File: src/rtl/seq_reduce_pkg.sv
// Shared encodings for the sequential reduction engine: operation modes and FSM states.
package seq_reduce_pkg;

    localparam logic [1:0] MODE_SUM = 2'b00;
    localparam logic [1:0] MODE_MAX = 2'b01;
    localparam logic [1:0] MODE_MIN = 2'b10;
    localparam logic [1:0] MODE_XOR = 2'b11;

    typedef enum logic [1:0] {
        ST_IDLE = 2'b00,
        ST_RUN  = 2'b01,
        ST_DONE = 2'b10
    } state_e;

endpackage

File: src/rtl/reduce_alu.sv
// Combinational fold step: combines accumulator a with channel b under the selected mode.
module reduce_alu
    import seq_reduce_pkg::*;
#(
    parameter int WIDTH = 32
) (
    input  logic [WIDTH-1:0] i_a,
    input  logic [WIDTH-1:0] i_b,
    input  logic [1:0]       i_mode,
    output logic [WIDTH-1:0] o_y,
    output logic             o_carry
);

    logic [WIDTH:0] w_sum;

    assign w_sum = {1'b0, i_a} + {1'b0, i_b};

    // Ties in max/min keep the accumulator (a).
    always_comb begin
        o_y     = i_a;
        o_carry = 1'b0;
        case (i_mode)
            MODE_SUM: begin
                o_y     = w_sum[WIDTH-1:0];
                o_carry = w_sum[WIDTH];
            end
            MODE_MAX: if (i_b > i_a) o_y = i_b;
            MODE_MIN: if (i_b < i_a) o_y = i_b;
            default:  o_y = i_a ^ i_b;
        endcase
    end

endmodule

File: src/rtl/seq_reduce_unit.sv
// Multi-cycle reduction of N channels into one WIDTH-bit result with a start/done handshake.
module seq_reduce_unit
    import seq_reduce_pkg::*;
#(
    parameter int WIDTH = 32,
    parameter int N     = 8
) (
    input  logic               clk,
    input  logic               rst_n,
    input  logic               i_start,
    input  logic [1:0]         i_mode,
    input  logic [N*WIDTH-1:0] i_data_in,
    output logic [WIDTH-1:0]   o_result,
    output logic               o_done,
    output logic               o_busy,
    output logic               o_ovf
);

    localparam int IDX_W = $clog2(N);

    state_e             r_state;
    state_e             w_state_nxt;
    logic [WIDTH-1:0]   r_ops [N];
    logic [1:0]         r_mode;
    logic [WIDTH-1:0]   r_acc;
    logic [WIDTH-1:0]   r_result;
    logic [IDX_W-1:0]   r_idx;
    logic               r_carry;
    logic               r_ovf;

    logic [WIDTH-1:0]   w_ch;
    logic [WIDTH-1:0]   w_y;
    logic               w_carry;
    logic               w_last;
    logic               w_launch;

    assign w_ch     = r_ops[r_idx];
    assign w_last   = (r_idx == IDX_W'(N - 1));
    assign w_launch = (r_state == ST_IDLE) && i_start;

    reduce_alu #(
        .WIDTH (WIDTH)
    ) u_alu (
        .i_a     (r_acc),
        .i_b     (w_ch),
        .i_mode  (r_mode),
        .o_y     (w_y),
        .o_carry (w_carry)
    );

    always_ff @(posedge clk or negedge rst_n) begin
        if (!rst_n) r_state <= ST_IDLE;
        else        r_state <= w_state_nxt;
    end

    always_comb begin
        w_state_nxt = r_state;
        o_busy      = 1'b0;
        o_done      = 1'b0;
        case (r_state)
            ST_IDLE: if (i_start) w_state_nxt = ST_RUN;
            ST_RUN: begin
                o_busy = 1'b1;
                if (w_last) w_state_nxt = ST_DONE;
            end
            ST_DONE: begin
                o_done      = 1'b1;
                w_state_nxt = ST_IDLE;
            end
            default: w_state_nxt = ST_IDLE;
        endcase
    end

    // Channel 0 seeds the accumulator; the fold walks channels 1..N-1, one per cycle.
    always_ff @(posedge clk or negedge rst_n) begin
        if (!rst_n) begin
            for (int k = 0; k < N; k++) r_ops[k] <= '0;
            r_mode   <= MODE_SUM;
            r_acc    <= '0;
            r_idx    <= '0;
            r_carry  <= 1'b0;
            r_result <= '0;
            r_ovf    <= 1'b0;
        end else if (w_launch) begin
            for (int k = 0; k < N; k++) r_ops[k] <= i_data_in[k*WIDTH +: WIDTH];
            r_mode  <= i_mode;
            r_acc   <= i_data_in[WIDTH-1:0];
            r_idx   <= IDX_W'(1);
            r_carry <= 1'b0;
        end else if (r_state == ST_RUN) begin
            r_acc   <= w_y;
            r_idx   <= r_idx + 1'b1;
            r_carry <= r_carry | w_carry;
            if (w_last) begin
                r_result <= w_y;
                r_ovf    <= r_carry | w_carry;
            end
        end
    end

    assign o_result = r_result;
    assign o_ovf    = r_ovf;

endmodule

File: config.mk
export PLATFORM = sky130hd
export DESIGN_NAME = seq_reduce_unit
export DESIGN_NICKNAME = d
export VERILOG_FILES = /design/src/rtl/seq_reduce_pkg.sv /design/src/rtl/reduce_alu.sv /design/src/rtl/seq_reduce_unit.sv
export SDC_FILE = /design/constraint.sdc
export NUM_CORES = 1
export LEC_CHECK = 0
export BUFFER_PORTS_ARGS = -buffer_cell sky130_fd_sc_hd__buf_2
export CAP_MARGIN = 10
export CORE_MARGIN = 2
export CORE_UTILIZATION = 30
export CTS_CLUSTER_SIZE = 14
export DETAILED_ROUTE_END_ITERATION = 8
export HOLD_SLACK_MARGIN = 0.12
export SLEW_MARGIN = 5
export SYNTH_ARGS = -nofsm -noshare
export SYNTH_HDL_FRONTEND = slang
export SYNTH_SLANG_ARGS = --single-unit
File: constraint.sdc
create_clock -name clk -period 5.3 [get_ports clk]
set_input_delay 1.06 -clock clk [delete_from_list [all_inputs] [get_ports clk]]
set_output_delay 1.06 -clock clk [all_outputs]
set_load 0.02 [all_outputs]
==> results of run 1 <==
[stage by stage]
stage | utilization | setup slack (ns) | area, sq um
floorplan | - | 0.474 | 18400
global placement | 0.345 | 0.359 | 20800
detailed placement | 0.345 | 0.242 | 20800
CTS | 0.363 | 0.222 | 21900
global route | 0.363 | 0.0813 | 22000
finish | 0.363 | 0.257 | 22000
[tightest hold or removal path, delay by kind of cell (launching register included)]
kind,cells,cell delay [ns]
flops,1,0.34
simple gates,2,0.11
[path summary, 6_finish.rpt]
kind,from,endpoint,slack [ns],cells after the start
max in group asynchronous,rst_n,r_ops[221],3.55,2
hold reg to reg,r_ops[163],r_ops[163],0.47,2
min in group asynchronous,rst_n,o_result[27],0.52,1
setup / recovery,r_idx[0],o_result[17],0.26,12
setup reg to reg,r_idx[0],o_result[17],0.26,12
hold / removal,r_ops[163],r_ops[163],0.47,2
[cell type report]
| type | instances | area, sq um |
|---|---|---|
| clock inverters | 12 | 101 |
| diodes | 1 | 2.50 |
| inverters | 66 | 248 |
| fillers | 6115 | 38500 |
| repair buffers | 341 | 1940 |
| flip-flops and latches | 329 | 8240 |
| well taps | 782 | 978 |
| multi-input cells | 1546 | 9430 |
| clock buffers | 52 | 1010 |
[what timing repair did]
action                     CTS  global route
hold buffers                 0             0
gates resized for setup      0             1
setup endpoints to repair    0             7
[state kept, by name (all words and copies together), names as in the netlist]
name,cells
o_ovf,1
o_result,32
r_acc,32
r_carry,1
r_idx,3
r_mode,2
r_ops,256
r_state,2
[cell families (layout without fill, tap and decap cells)]
family          Yosys count  in the layout  synth area share
compound gates          321            321             0.119
mux                     126            126             0.118
fa+ha+maj                67             67            0.0459
buf+inv                 191            471            0.0423
flops                   329            329             0.447
simple gates           1018           1018             0.220
xor+xnor                 14             14           0.00666
other cells               0              1                 0
[layer usage]
layer	part of all wire	vias to the layer above	GRT usage
li1	-	7514	-
met1	0.46	7843	0.298
met2	0.44	545	0.315
met3	0.070	98	0.0420
met4	0.026	0	0.0590
met5	0	-	0
[cells in the final DEF, fill, tap and decap left out, types with 14 or more instances in the layout]
cell type / count
nand2_1: 847
dfrtp_1: 326
buf_2: 294
a21oi_1: 74
mux4_2: 70
o21ai_0: 67
nor2_1: 66
ha_1: 66
inv_1: 62
clkbuf_16: 37
buf_4: 37
mux2_2: 36
nand3_1: 24
nor3_1: 21
mux2i_1: 20
o31ai_1: 15
o21ai_1: 15
o211ai_1: 14
nand4_1: 14
==> impl_metrics.env, run 1 <==
export IMPL_post_cts_buffers=0
export IMPL_grt_pass1_wl_um=100000
export IMPL_slowest_stage="or4_4"
export IMPL_path_cells="buf_12 -> mux4_2 -> mux2_2 -> ha_1 -> nand4_2 -> or4_4 -> or2_4 -> a22o_4 -> o22ai_2 -> nand2_1 -> a32oi_1 -> o21ai_0"
export IMPL_timing_final_hold_violations=0
export IMPL_grt_pass1_vias=16300
export IMPL_whs_ns=0.472
export IMPL_path_max_fanout=18
export IMPL_wirelength_um=66200
export IMPL_tns_ns=0
export IMPL_initial_core_util=0.305
export IMPL_crit_family="compound AO/OA/AOI/OAI gates"
export IMPL_via_per_inst=5.11
export IMPL_place_gp_congestion=0.896
export IMPL_first_iter_violations=1265
export IMPL_max_freq_ghz=0.198
export IMPL_outcome="finished, final reports clean"
export IMPL_grt_usage=0.207
export IMPL_rsz0062_at_grt="no"
export IMPL_layout_cells_non_filler=3129
export IMPL_cts_root_buf="clkbuf_16"
export IMPL_final_max_slew_viol_count=0
export IMPL_clock_latency_ns=0.56
export IMPL_setup_violations=0
export IMPL_fin_nets=2649
export IMPL_syn_inst=2066
export IMPL_row_count=90
export IMPL_ys_flop_type="dfrtp_1"
export IMPL_start_kind="register"
export IMPL_overflow=0
export IMPL_finClkSkew_ns=0.0184
export IMPL_die_h_um=252
export IMPL_cts_tree="built"
export IMPL_area_delta_synth_final_pct=19.2
export IMPL_drive_above_1_share=0.229
export IMPL_synth_fp_nets=2394
export IMPL_cts_buffers=37
export IMPL_fin_crit_ns=5.04
export IMPL_seq_area_frac_synth=0.447
export IMPL_avgSynthCellArea_sq_um=8.91
export IMPL_clkSinkCount=329
export IMPL_max_stage_delay_ns=0.62
export IMPL_synth_area_sq_um=18400
export IMPL_die_area_sq_um=63400
export IMPL_dp_cells=3064
export IMPL_yosys_top_cells_count="848 x nand2_1, 329 x dfrtp_1, 89 x clkbuf_1, 74 x a21oi_1, 70 x mux4_2"
export IMPL_ys_async_sr_fraction=1.00
export IMPL_synth_cell_types=87
export IMPL_core_area_sq_um=60500
export IMPL_port_buffers=295
export IMPL_dp_hpwl_um=48900
export IMPL_critical_path_class="register to register"
export IMPL_synth_enable_flop_cells=0
export IMPL_worst_slew_margin_rel=0.318
export IMPL_clk_path_buf_depth=3
export IMPL_tightestPinTransition_ns=1.02
export IMPL_required_ns=5.70
export IMPL_drcViolationCount=0
export IMPL_grt_max_degree=123
export IMPL_cp_end_kind="register"
export IMPL_die_x_um=252
export IMPL_arrival_ns=5.44
export IMPL_wl_per_cell_um=21.2
export IMPL_postRouteAntennaNets=0
export IMPL_maxCapViolCount=0
export IMPL_yosys_area_top_type="dfrtp_1"
export IMPL_clk_pin_slew_ns=0.06
export IMPL_fin_crit_sh=0.951
export IMPL_synth_top_cell_area_share=0.447
export IMPL_h_tree_depth=2
export IMPL_synth_seq_cells=329
export IMPL_dr_pass1_iters=5
export IMPL_io_pins=296
export IMPL_crit_buf_inv=1
export IMPL_vias=16000
export IMPL_min_path_type="register to register"
export IMPL_yosysMostFrequentCell="nand2_1"
export IMPL_ys_top_cells_by_area="dfrtp_1 45%, nand2_1 17%, mux4_2 8.6%"
export IMPL_antenna_found_initial=1
export IMPL_ys_warn_count=0
Power of run 1 is left out: the tool's default activity adds up to more than one toggle a clock period on the data nets, which glitch-free logic cannot reach.
==> run 2: changes to the inputs <==
- clock period: 5.3 -> 5.6 ns (I/O delays scaled with it)
==> impl_metrics.env, run 2 (same netlist as run 1, synthesis figures left out) <==
export IMPL_reg2reg_to="o_result[17]"
export IMPL_timing_final_hold_violations=0
export IMPL_min_path_type="register to register"
export IMPL_start_kind="register"
export IMPL_regMostFlops="r_ops"
export IMPL_wl_per_cell_um=20.9
export IMPL_setup_violations=0
export IMPL_final_core_util=0.365
export IMPL_outcome="finished, final reports clean"
export IMPL_initial_core_util=0.305
export IMPL_postRouteAntennaNets=0
export IMPL_design_area_sq_um=22100
export IMPL_finClkSkew_ns=0.0180
export IMPL_critical_path_class="register to register"
export IMPL_path_max_fanout=18
export IMPL_final_max_slew_viol_count=0
export IMPL_drive_above_1_share=0.233
export IMPL_die_h_um=252
export IMPL_wirelength_um=65500
export IMPL_dr_pass1_iters=6
export IMPL_required_ns=6.00
export IMPL_grt_max_degree=199
export IMPL_critical_path_endpoint="o_result[17]"
export IMPL_clk_path_buf_depth=3
export IMPL_r2r_setup_slack_ns=0.43
export IMPL_fin_nets=2648
export IMPL_placed_area_sq_um=20800
export IMPL_dp_hpwl_um=48000
export IMPL_final_cell_mix="847 x nand2_1, 326 x dfrtp_1, 294 x buf_2"
export IMPL_arrival_ns=5.57
export IMPL_grt_pass1_wl_um=99600
export IMPL_fin_crit_ns=5.17
export IMPL_port_buffers=295
export IMPL_via_per_inst=5.10
export IMPL_grt_pass1_vias=16400
export IMPL_cp_end_kind="register"
export IMPL_crit_start="r_idx[0]"
export IMPL_worst_slew_margin_rel=0.292
export IMPL_tns_ns=0
export IMPL_maxCapViolCount=0
export IMPL_cts_tree="built"
export IMPL_postCtsHoldBufs=0
export IMPL_io_pins=296
export IMPL_reg2reg_from="r_idx[0]"
export IMPL_max_freq_ghz=0.193
export IMPL_row_count=90
export IMPL_clock_latency_ns=0.56
export IMPL_die_x_um=252
export IMPL_cts_root_buf="clkbuf_16"
export IMPL_fin_crit_sh=0.923
export IMPL_cts_buffers=38
export IMPL_grt_usage=0.206
export IMPL_place_gp_congestion=0.926
export IMPL_drcViolationCount=0
export IMPL_largest_reg_flops=256
export IMPL_clkSinkCount=329
export IMPL_clk_pin_slew_ns=0.06
export IMPL_first_iter_violations=1385
export IMPL_die_area_sq_um=63400
export IMPL_overflow=0
export IMPL_vias=16000
export IMPL_ctsResizeCount=0
export IMPL_antenna_found_initial=3
export IMPL_core_area_sq_um=60500
export IMPL_area_delta_synth_final_pct=20.0
export IMPL_post_cts_buffers=0
export IMPL_h_tree_depth=2
export IMPL_rsz0062_at_grt="no"
export IMPL_reg2reg_depth=13
export IMPL_layout_commonest_cell="nand2_1"
export IMPL_tightestPinTransition_ns=1.06
[run 2: final cells by class]
cell class	instances	area, sq um
repair buffers	339	1940
flip-flops and latches	329	8240
well taps	782	978
diodes	3	7.51
inverters	66	248
fillers	6114	38400
multi-input cells	1546	9420
clock inverters	18	183
clock buffers	50	1080
[run 2: critical path, cell delays in order, from the launching register on]
cell	delay, ns
dfrtp_4	0.66
buf_4	0.31
mux4_2	0.52
mux2_2	0.32
ha_1	0.45
nand4_1	0.17
or4_4	0.59
nor2_1	0.23
nand2_2	0.16
a22o_4	0.36
o22ai_2	0.43
nand2_1	0.10
a32oi_1	0.52
o21ai_0	0.18
[run 2: worst min path at each step]
| stage | from | end | slack [ns] | depth (start not counted) |
|---|---|---|---|---|
| floorplan | r_ops[114] | r_ops[114] | 0.44 | 2 |
| finish | r_ops[163] | r_ops[163] | 0.47 | 2 |
| global route | r_ops[55] | r_ops[55] | 0.49 | 2 |
| global placement | r_ops[92] | r_ops[92] | 0.45 | 2 |
| CTS | r_ops[27] | r_ops[27] | 0.47 | 2 |
| detailed placement | r_ops[204] | r_ops[204] | 0.46 | 2 |
[run 2: stage by stage]
stage | cells | hold slack (ns) | setup slack, ns
after floorplan | 2066 | 0.440 | 0.774
after global placement | 3059 | 0.454 | 0.426
after detailed placement | 3059 | 0.458 | 0.320
after CTS | 3127 | 0.473 | 0.284
after global routing | 3130 | 0.486 | 0.153
final | 3133 | 0.469 | 0.430
[run 2: per-layer routing]
metal,vias up,GRT usage,part of all wire,wire length (um)
li1,7499,-,-,-
met1,7830,0.291,0.46,30000
met2,552,0.326,0.45,29800
met3,96,0.0373,0.065,4240
met4,2,0.0511,0.023,1480
met5,-,0,0.00020,13
Power of run 2 is left out for the same reason.
